`config.mk`:
```
export PLATFORM = sky130hd
export DESIGN_NAME = cpu_run_controller
export DESIGN_NICKNAME = d
export VERILOG_FILES = /design/src/rtl/cpu_run_controller.sv
export SDC_FILE = /design/constraint.sdc
export NUM_CORES = 1
export LEC_CHECK = 0
export BUFFER_PORTS_ARGS = -buffer_cell sky130_fd_sc_hd__buf_2
export CAP_MARGIN = 5
export CELL_PAD_IN_SITES_DETAIL_PLACEMENT = 0
export CELL_PAD_IN_SITES_GLOBAL_PLACEMENT = 1
export CORE_MARGIN = 5
export CORE_UTILIZATION = 34
export DETAILED_ROUTE_END_ITERATION = 8
export GPL_ROUTABILITY_DRIVEN = 0
export HOLD_SLACK_MARGIN = 0.03
export MAX_ROUTING_LAYER = met4
export PLACE_DENSITY = 0.92
export SETUP_SLACK_MARGIN = 0.4
export SLEW_MARGIN = 20
export SYNTH_ARGS = -nofsm -noshare
export SYNTH_HDL_FRONTEND = slang
export SYNTH_SLANG_ARGS = --single-unit
```
`constraint.sdc`:
```
create_clock -name clk -period 2.3 [get_ports clk]
set_input_delay 0.46 -clock clk [delete_from_list [all_inputs] [get_ports clk]]
set_output_delay 0.46 -clock clk [all_outputs]
set_load 0.005 [all_outputs]
```
`src/rtl/cpu_run_controller.sv`:
```
// Multi-cycle FETCH/EXEC/WB sequencer for the RV32I ALU datapath, with run/step/halt
// control, breakpoint, instruction-limit halting and saturating cycle/retire counters.
module cpu_run_controller #(
  parameter int CNT_WIDTH  = 32,
  parameter int MAX_INSTRS = 0
) (
  input  logic                 clk,
  input  logic                 reset,
  input  logic                 run,
  input  logic                 step,
  input  logic                 halt_req,
  input  logic                 resume,
  input  logic [31:0]          instruction,
  input  logic [31:0]          pc_value,
  input  logic                 reg_write_in,
  input  logic                 bp_enable,
  input  logic [31:0]          bp_addr,
  output logic                 pc_enable,
  output logic                 reg_write_en,
  output logic [2:0]           state,
  output logic                 halted,
  output logic [2:0]           halt_cause,
  output logic [CNT_WIDTH-1:0] cycle_count,
  output logic [CNT_WIDTH-1:0] retired_count
);

  localparam logic [2:0] S_IDLE   = 3'd0;
  localparam logic [2:0] S_FETCH  = 3'd1;
  localparam logic [2:0] S_EXEC   = 3'd2;
  localparam logic [2:0] S_WB     = 3'd3;
  localparam logic [2:0] S_HALTED = 3'd4;

  localparam logic [2:0] C_NONE    = 3'd0;
  localparam logic [2:0] C_ECALL   = 3'd1;
  localparam logic [2:0] C_EBREAK  = 3'd2;
  localparam logic [2:0] C_ILLEGAL = 3'd3;
  localparam logic [2:0] C_BP      = 3'd4;
  localparam logic [2:0] C_LIMIT   = 3'd5;
  localparam logic [2:0] C_REQ     = 3'd6;

  localparam logic [CNT_WIDTH-1:0] CNT_ONE   = CNT_WIDTH'(1);
  localparam logic [CNT_WIDTH-1:0] CNT_LIMIT = CNT_WIDTH'(MAX_INSTRS);

  logic       bp_skip;
  logic       one_shot;
  logic       halt_pending;
  logic [2:0] fetch_cause;
  logic       opcode_ok;
  logic       limit_hit;

  // Strobes are masked by reset so a WB interrupted by reset never loads the pc.
  assign pc_enable    = (state == S_WB) && !reset;
  assign reg_write_en = reg_write_in && (state == S_WB) && !reset;
  assign halted       = (state == S_HALTED);

  assign opcode_ok = (instruction[6:0] == 7'b0110011) || (instruction[6:0] == 7'b0010011);
  assign limit_hit = (MAX_INSTRS != 0) && (retired_count == CNT_LIMIT);

  always_comb begin
    fetch_cause = C_NONE;
    if (halt_req || halt_pending)
      fetch_cause = C_REQ;
    else if (bp_enable && (pc_value == bp_addr) && !bp_skip)
      fetch_cause = C_BP;
    else if (instruction == 32'h0000_0073)
      fetch_cause = C_ECALL;
    else if (instruction == 32'h0010_0073)
      fetch_cause = C_EBREAK;
    else if (!opcode_ok)
      fetch_cause = C_ILLEGAL;
    else if (limit_hit)
      fetch_cause = C_LIMIT;
  end

  always_ff @(posedge clk) begin
    if (reset) begin
      state         <= S_IDLE;
      halt_cause    <= C_NONE;
      cycle_count   <= '0;
      retired_count <= '0;
      bp_skip       <= 1'b1;
      one_shot      <= 1'b0;
      halt_pending  <= 1'b0;
    end else begin
      if ((state == S_FETCH || state == S_EXEC || state == S_WB) && cycle_count != '1)
        cycle_count <= cycle_count + CNT_ONE;

      case (state)
        S_IDLE: begin
          if (halt_req) begin
            state      <= S_HALTED;
            halt_cause <= C_REQ;
          end else if (step) begin
            state    <= S_FETCH;
            one_shot <= 1'b1;
          end else if (run) begin
            state    <= S_FETCH;
            one_shot <= 1'b0;
          end
        end
        S_FETCH: begin
          bp_skip <= 1'b0;
          if (fetch_cause != C_NONE) begin
            state        <= S_HALTED;
            halt_cause   <= fetch_cause;
            halt_pending <= 1'b0;
            one_shot     <= 1'b0;
          end else begin
            state <= S_EXEC;
          end
        end
        S_EXEC: begin
          if (halt_req) halt_pending <= 1'b1;
          state <= S_WB;
        end
        S_WB: begin
          if (halt_req) halt_pending <= 1'b1;
          if (retired_count != '1) retired_count <= retired_count + CNT_ONE;
          if (one_shot || !run) begin
            state    <= S_IDLE;
            one_shot <= 1'b0;
          end else begin
            state <= S_FETCH;
          end
        end
        S_HALTED: begin
          if (resume) begin
            state        <= S_IDLE;
            halt_cause   <= C_NONE;
            bp_skip      <= 1'b1;
            halt_pending <= 1'b0;
          end
        end
        default: state <= S_IDLE;
      endcase
    end
  end

endmodule

```
**Word level (Yosys, flattened, before mapping)**

Index checks and enable logic that the tools add are counted.

- Flip-flop bits (word level): 73
- Bits in latches: 0
- RAM bits: 0
- Memory bits (read-only): 0
- Output and inout port bits: 73
- Logic and storage cells: 81
- Memories: 0

- Add/sub/neg operators: 2
- Multipliers: 0
- Divide/modulo/power cells: 0
- $lt $le $gt $ge: 0
- Eq/ne operators: 19
- Shift operators: 0
- Muxes and demuxes: 26
- Bitwise gates (word level): 0
- Reduce and logical (&&, ||, !) cells: 27

Operators by type and width:

| operator | count |
|---|---|
| $add A32 B1 Y32 const B | 2 |
| $ne A32 B32 Y1 const B | 2 |
| $eq A32 B21 Y1 const B | 1 |
| $eq A32 B32 Y1 | 1 |
| $eq A32 B7 Y1 const B | 1 |
| $mux W3 | 9 |
| $pmux W3 S5 | 1 |
| $reduce_bool A3 Y1 | 4 |
| $mux W1 | 9 |
| $pmux W3 S3 | 1 |
| $reduce_and A4 Y1 | 2 |
| $eq A7 B5 Y1 const B | 1 |
| $eq A7 B6 Y1 const B | 1 |
| $eq A3 B2 Y1 const B | 2 |
| $logic_and A1 B1 Y1 | 6 |
| $mux W2 | 3 |
| $ne A2 B1 Y1 const B | 3 |
| $ne A2 B2 Y1 const B | 3 |
| $pmux W1 S3 | 2 |
| $reduce_and A2 Y1 | 3 |
| $logic_or A1 B1 Y1 | 5 |
| $reduce_and A5 Y1 | 1 |
| $ne A4 B4 Y1 const B | 1 |
| $eq A3 B1 Y1 const B | 1 |
| other kinds (7) | 9 |

**Longest topological paths before layout**

- Depth after elaboration: 10
- Gate-level depth with buffers: 9

**Worst setup path after synthesis**

No wires, ideal clock.

- Path kind: input-to-reg
- From: input port instruction[3]
- To: register halt_cause[2]
- Arrival time: 2.006 ns
- Setup slack: 0.190 ns
- Cell stages on the path: 5
- Buffers on the path: 0
- Cell sequence: or4b_4 nor4b_4 nor3_2 o31a_1 a2111oi_2

- Cells in the longest elaborated chain, start to end: 10
- Elaborated cells between the ends (all ways): 13

RTL lines:

| what | line | RTL |
|---|---|---|
| start, declared | 13 | `input logic [31:0] instruction,` |
| $eq A7 B6 Y1 / $eq A7 B5 Y1 (equally long branches) | 56 | `assign opcode_ok = (instruction[6:0] == 7'b0110011) \|\| (instruction[6:0] == 7'b0010011);` |
| $logic_or A1 B1 Y1 | 56 |  |
| $mux W2 | 69 | `else if (!opcode_ok)` |
| $mux W2 | 67 | `else if (instruction == 32'h0010_0073)` |
| $mux W2 (*) | 65 | `else if (instruction == 32'h0000_0073)` |
| $mux W3 (*) | 63 | `else if (bp_enable && (pc_value == bp_addr) && !bp_skip)` |
| $mux W3 (*) | 61 | `if (halt_req \|\| halt_pending)` |
| $reduce_bool A3 Y1 (*) | 103 | `if (fetch_cause != C_NONE) begin` |
| $ne A2 B1 Y1 (no line) (*) | - |  |
| $reduce_and A4 Y1 (no line) (*) | - |  |
| end signal, assigned | 105 | `halt_cause <= fetch_cause;` |
| end, declared | 22 | `output logic [2:0] halt_cause,` |

Mark *: on every way between the ends. The rest lies on a longest branch, timed or not.
A chain may end at the register's enable or synchronous reset.

**Final worst setup path**

- From: register retired_count[8]
- To: register retired_count[30]

- Cells in the longest elaborated chain, start to end: 2
- Elaborated cells between the ends (all ways): 3

RTL lines:

| what | line | RTL |
|---|---|---|
| start, declared | 24 | `output logic [CNT_WIDTH-1:0] retired_count` |
| start signal, assigned | 118 | `if (retired_count != '1) retired_count <= retired_count + CNT_ONE;` |
| parallel branches: the longest is 2 deep, another holds $add A32 B1 Y32 | - |  |

Parallel ways; which one is timed is not known.

==> results.md <==
- Initial antenna violation count: 0
- Fin crit share: 0.8347
- Vias: 4462
- Setup tns final: 0 ns
- CTS tree: done
- Vias per inst: 5.176
- Worst slew pin tran: 0.5039 ns
- ANT nets after route: 0
- CP endpoint kind: flop
- Most common cell in the synthesized netlist: nor2_1
- Routed WL: 12.48 mm
- Hold-fix buffers, CTS: 0
- Min cycle time layout: 1.920 ns
- Die ar.: 14280 sq um
- Final slew viol count: 0
- Area contributors post-synth: dfxtp_1 36%, xor2_1 9.9%, xnor2_1 7.7%
- First-pass GRT wire length: 19.95 mm
- Initial DRC Count: between 200 and 250
- Startpoint types: flop
- Chip height: 119.5 um
- Layout cells sized above 1: 0.3944
- Leakage: about 2.5 nW
- Sw frac: 0.2380
- Sink Count: between 70 and 80
- Share of power burned in registers: 0.453
- Post-synth top cells: 75 x nor2_1, 73 x dfxtp_1, 46 x xor2_1
- Vias in the first global route: 4150
- Clk_skew: 0.01034 ns
- Clk network pwr share: 0.441
- # rows: 40
- Combinational Power Share: 0.107
- Die X: 119.5 um
- Max-cap viol count: 0
- CP Class: reg2reg
- Clock transition at path regs: 0.06 ns
- FFs w/ async S/R, synth: 0
- CP required: 2.51 ns
- Antenna cell count: 0
- IO Count: 177
- CTS Buf Count: 9
- Root buffer cell: clkbuf_16
- Post-synth EDFFs: 0
- CP Max Fanout: 6
- Psw: 0.0006731 W
- Total power: 0.002828 W
- Hold WC Path Type: in2reg
- Avg WL per Cell: 14.48 um
- Port Buffers: 176
- Outcome: finished, final reports clean
- Reg area: 1511 sq um
- Synthesized Nets: about 600
- # fillers: approximately 1200
- Yosys top cell by area: dfxtp_1
- Area of the multi-input gates: 2660 sq um
- Largest net degree at the start of global routing: slightly above 40
- Most used DFF post-synth: dfxtp_1
- Synth warn: 0
- DP HPWL: 9.331 mm
- CTS Buffer Depth: 2
- Unrepaired setup endpoints after global routing: yes
- Core area: approximately 12000 sq um
- Post-Synthesis Cells: 505
- Area delta synth->final: 42.33%
- Initial cell density of the core: 0.3437
- Critical Path AT: roughly 2.1 ns
- Grt ovf: 0
- P per Cell Area: about 490 nW/um^2
- Mapped cell area: 4076 sq um
- Cell-internal power: 0.002155 W
- H-tree depth: 3
- Fmax: 520.9 MHz
- Synth cell types: 51
- Pre-antenna DRT Iters: 5
- Seq/Total Area, Yosys: 0.3585
- Yosys reg bits: 73
- Slew headroom: 0.6610
- # setup viols final: 0
- Maximum VDD drop: ~0.34 mV
- Final nets: 816
- Avg Cell Area, Syn: between 8 and 9 sq um
- Post-synth top area share: 0.3585
- DRC Markers: 0
- Total GRT Usage: 0.1714
- Later-pin clock latency in the skew report: 0.33 ns
- Final hold violations: 0
-- final timing paths --
kind | endpoint | startpoint | depth (start not counted) | slack, ns
worst max-delay path | retired_count[30] | retired_count[8] | 6 | 0.38
worst min-delay path | halt_cause[0] | instruction[20] | 4 | 0.47
worst max register to register | retired_count[30] | retired_count[8] | 6 | 0.38
worst min register to register | halt_cause[1] | halt_cause[1] | 2 | 0.48
-- stage by stage --
step	hold WS, ns	util	instances	setup slack (ns)	instance area, sq um
after floorplan	0.4602	-	505	0.2810	4089
after CTS	0.4592	0.4703	851	0.3986	5578
after global placement	0.4625	0.4427	832	0.2099	5251
final	0.4713	0.4891	862	0.3803	5802
after detailed placement	0.4722	0.4427	832	0.2127	5251
after global routing	0.4992	0.4891	862	0.2753	5802
-- what timing repair did --
item | in CTS | in global routing
setup endpoints to repair | 35 | 57
setup buffers | 3 | 11
resized for setup | 15 | 46
pin swaps | 5 | 14
-- kinds of logic (layout without fill, tap and decap cells) --
family / count (synthesis) / in the layout / share of synthesized area
flip-flops: 73 / 73 / 0.3585
adder cells (fa/ha/maj): 2 / 2 / 0.006138
XOR/XNOR: 82 / 82 / 0.1762
AND/OR/NAND/NOR: 270 / 270 / 0.3508
multiplexers: 2 / 2 / 0.004911
AO/OA/AOI/OAI: 51 / 51 / 0.08042
buffers and inverters: 25 / 235 / 0.02302
-- critical path: stages (launching register included) --
cell and delay, ns:
dfxtp_4 0.37, nand4_1 0.17, or4_4 0.53, a211oi_4 0.36, nand3_1 0.15, xor2_1 0.17, nor2_1 0.05
-- routing by layer --
layer  wire, um  global-route usage  vias up
li1           -                   -     2213
met1       5354              0.2056     2120
met2       6370              0.2934      115
met3        584             0.03723       14
met4        168             0.04366        0
met5          0                   -        -
-- power by group through the flow --
stage	logic [W]	clock network, W	registers (W)
2_1_floorplan	0.000153	0	0.00131
3_3_place_gp	0.000293	0	0.00131
3_5_place_dp	0.000299	0	0.00131
4_1_cts	0.000301	0.00129	0.00129
5_1_grt	0.000335	0.00135	0.00128
6_report	0.000301	0.00125	0.00128
-- final cells by class --
class / count / area share
Tap cell: 147 / 0.03170
Sequential cell: 73 / 0.2605
Multi-Input combinational cell: 407 / 0.4585
Clock inverter: 3 / 0.003019
Clock buffer: 13 / 0.04141
Inverter: 7 / 0.004529
Timing Repair Buffer: 212 / 0.2003
-- flip-flops by register name (all words and copies together), names as in the netlist --
name,flops
bp_skip,1
cycle_count,32
halt_cause,3
retired_count,32
halt_pending,1
state,3
one_shot,1
-- cell usage in the layout (no fill, tap or decap), drive strengths merged, types with 3 or more instances in the layout --
master,count
buf,212
o21ai,13
inv,7
nor3,15
xnor2,36
nor2b,4
nand4,40
or3,11
nand2,35
and2,9
or2,3
nand3,38
clkbuf,13
nor4,14
and3,8
xor2,46
a21oi,20
dfxtp,73
nor2,75
nor4b,3
Power figures use the tool's default switching activity.
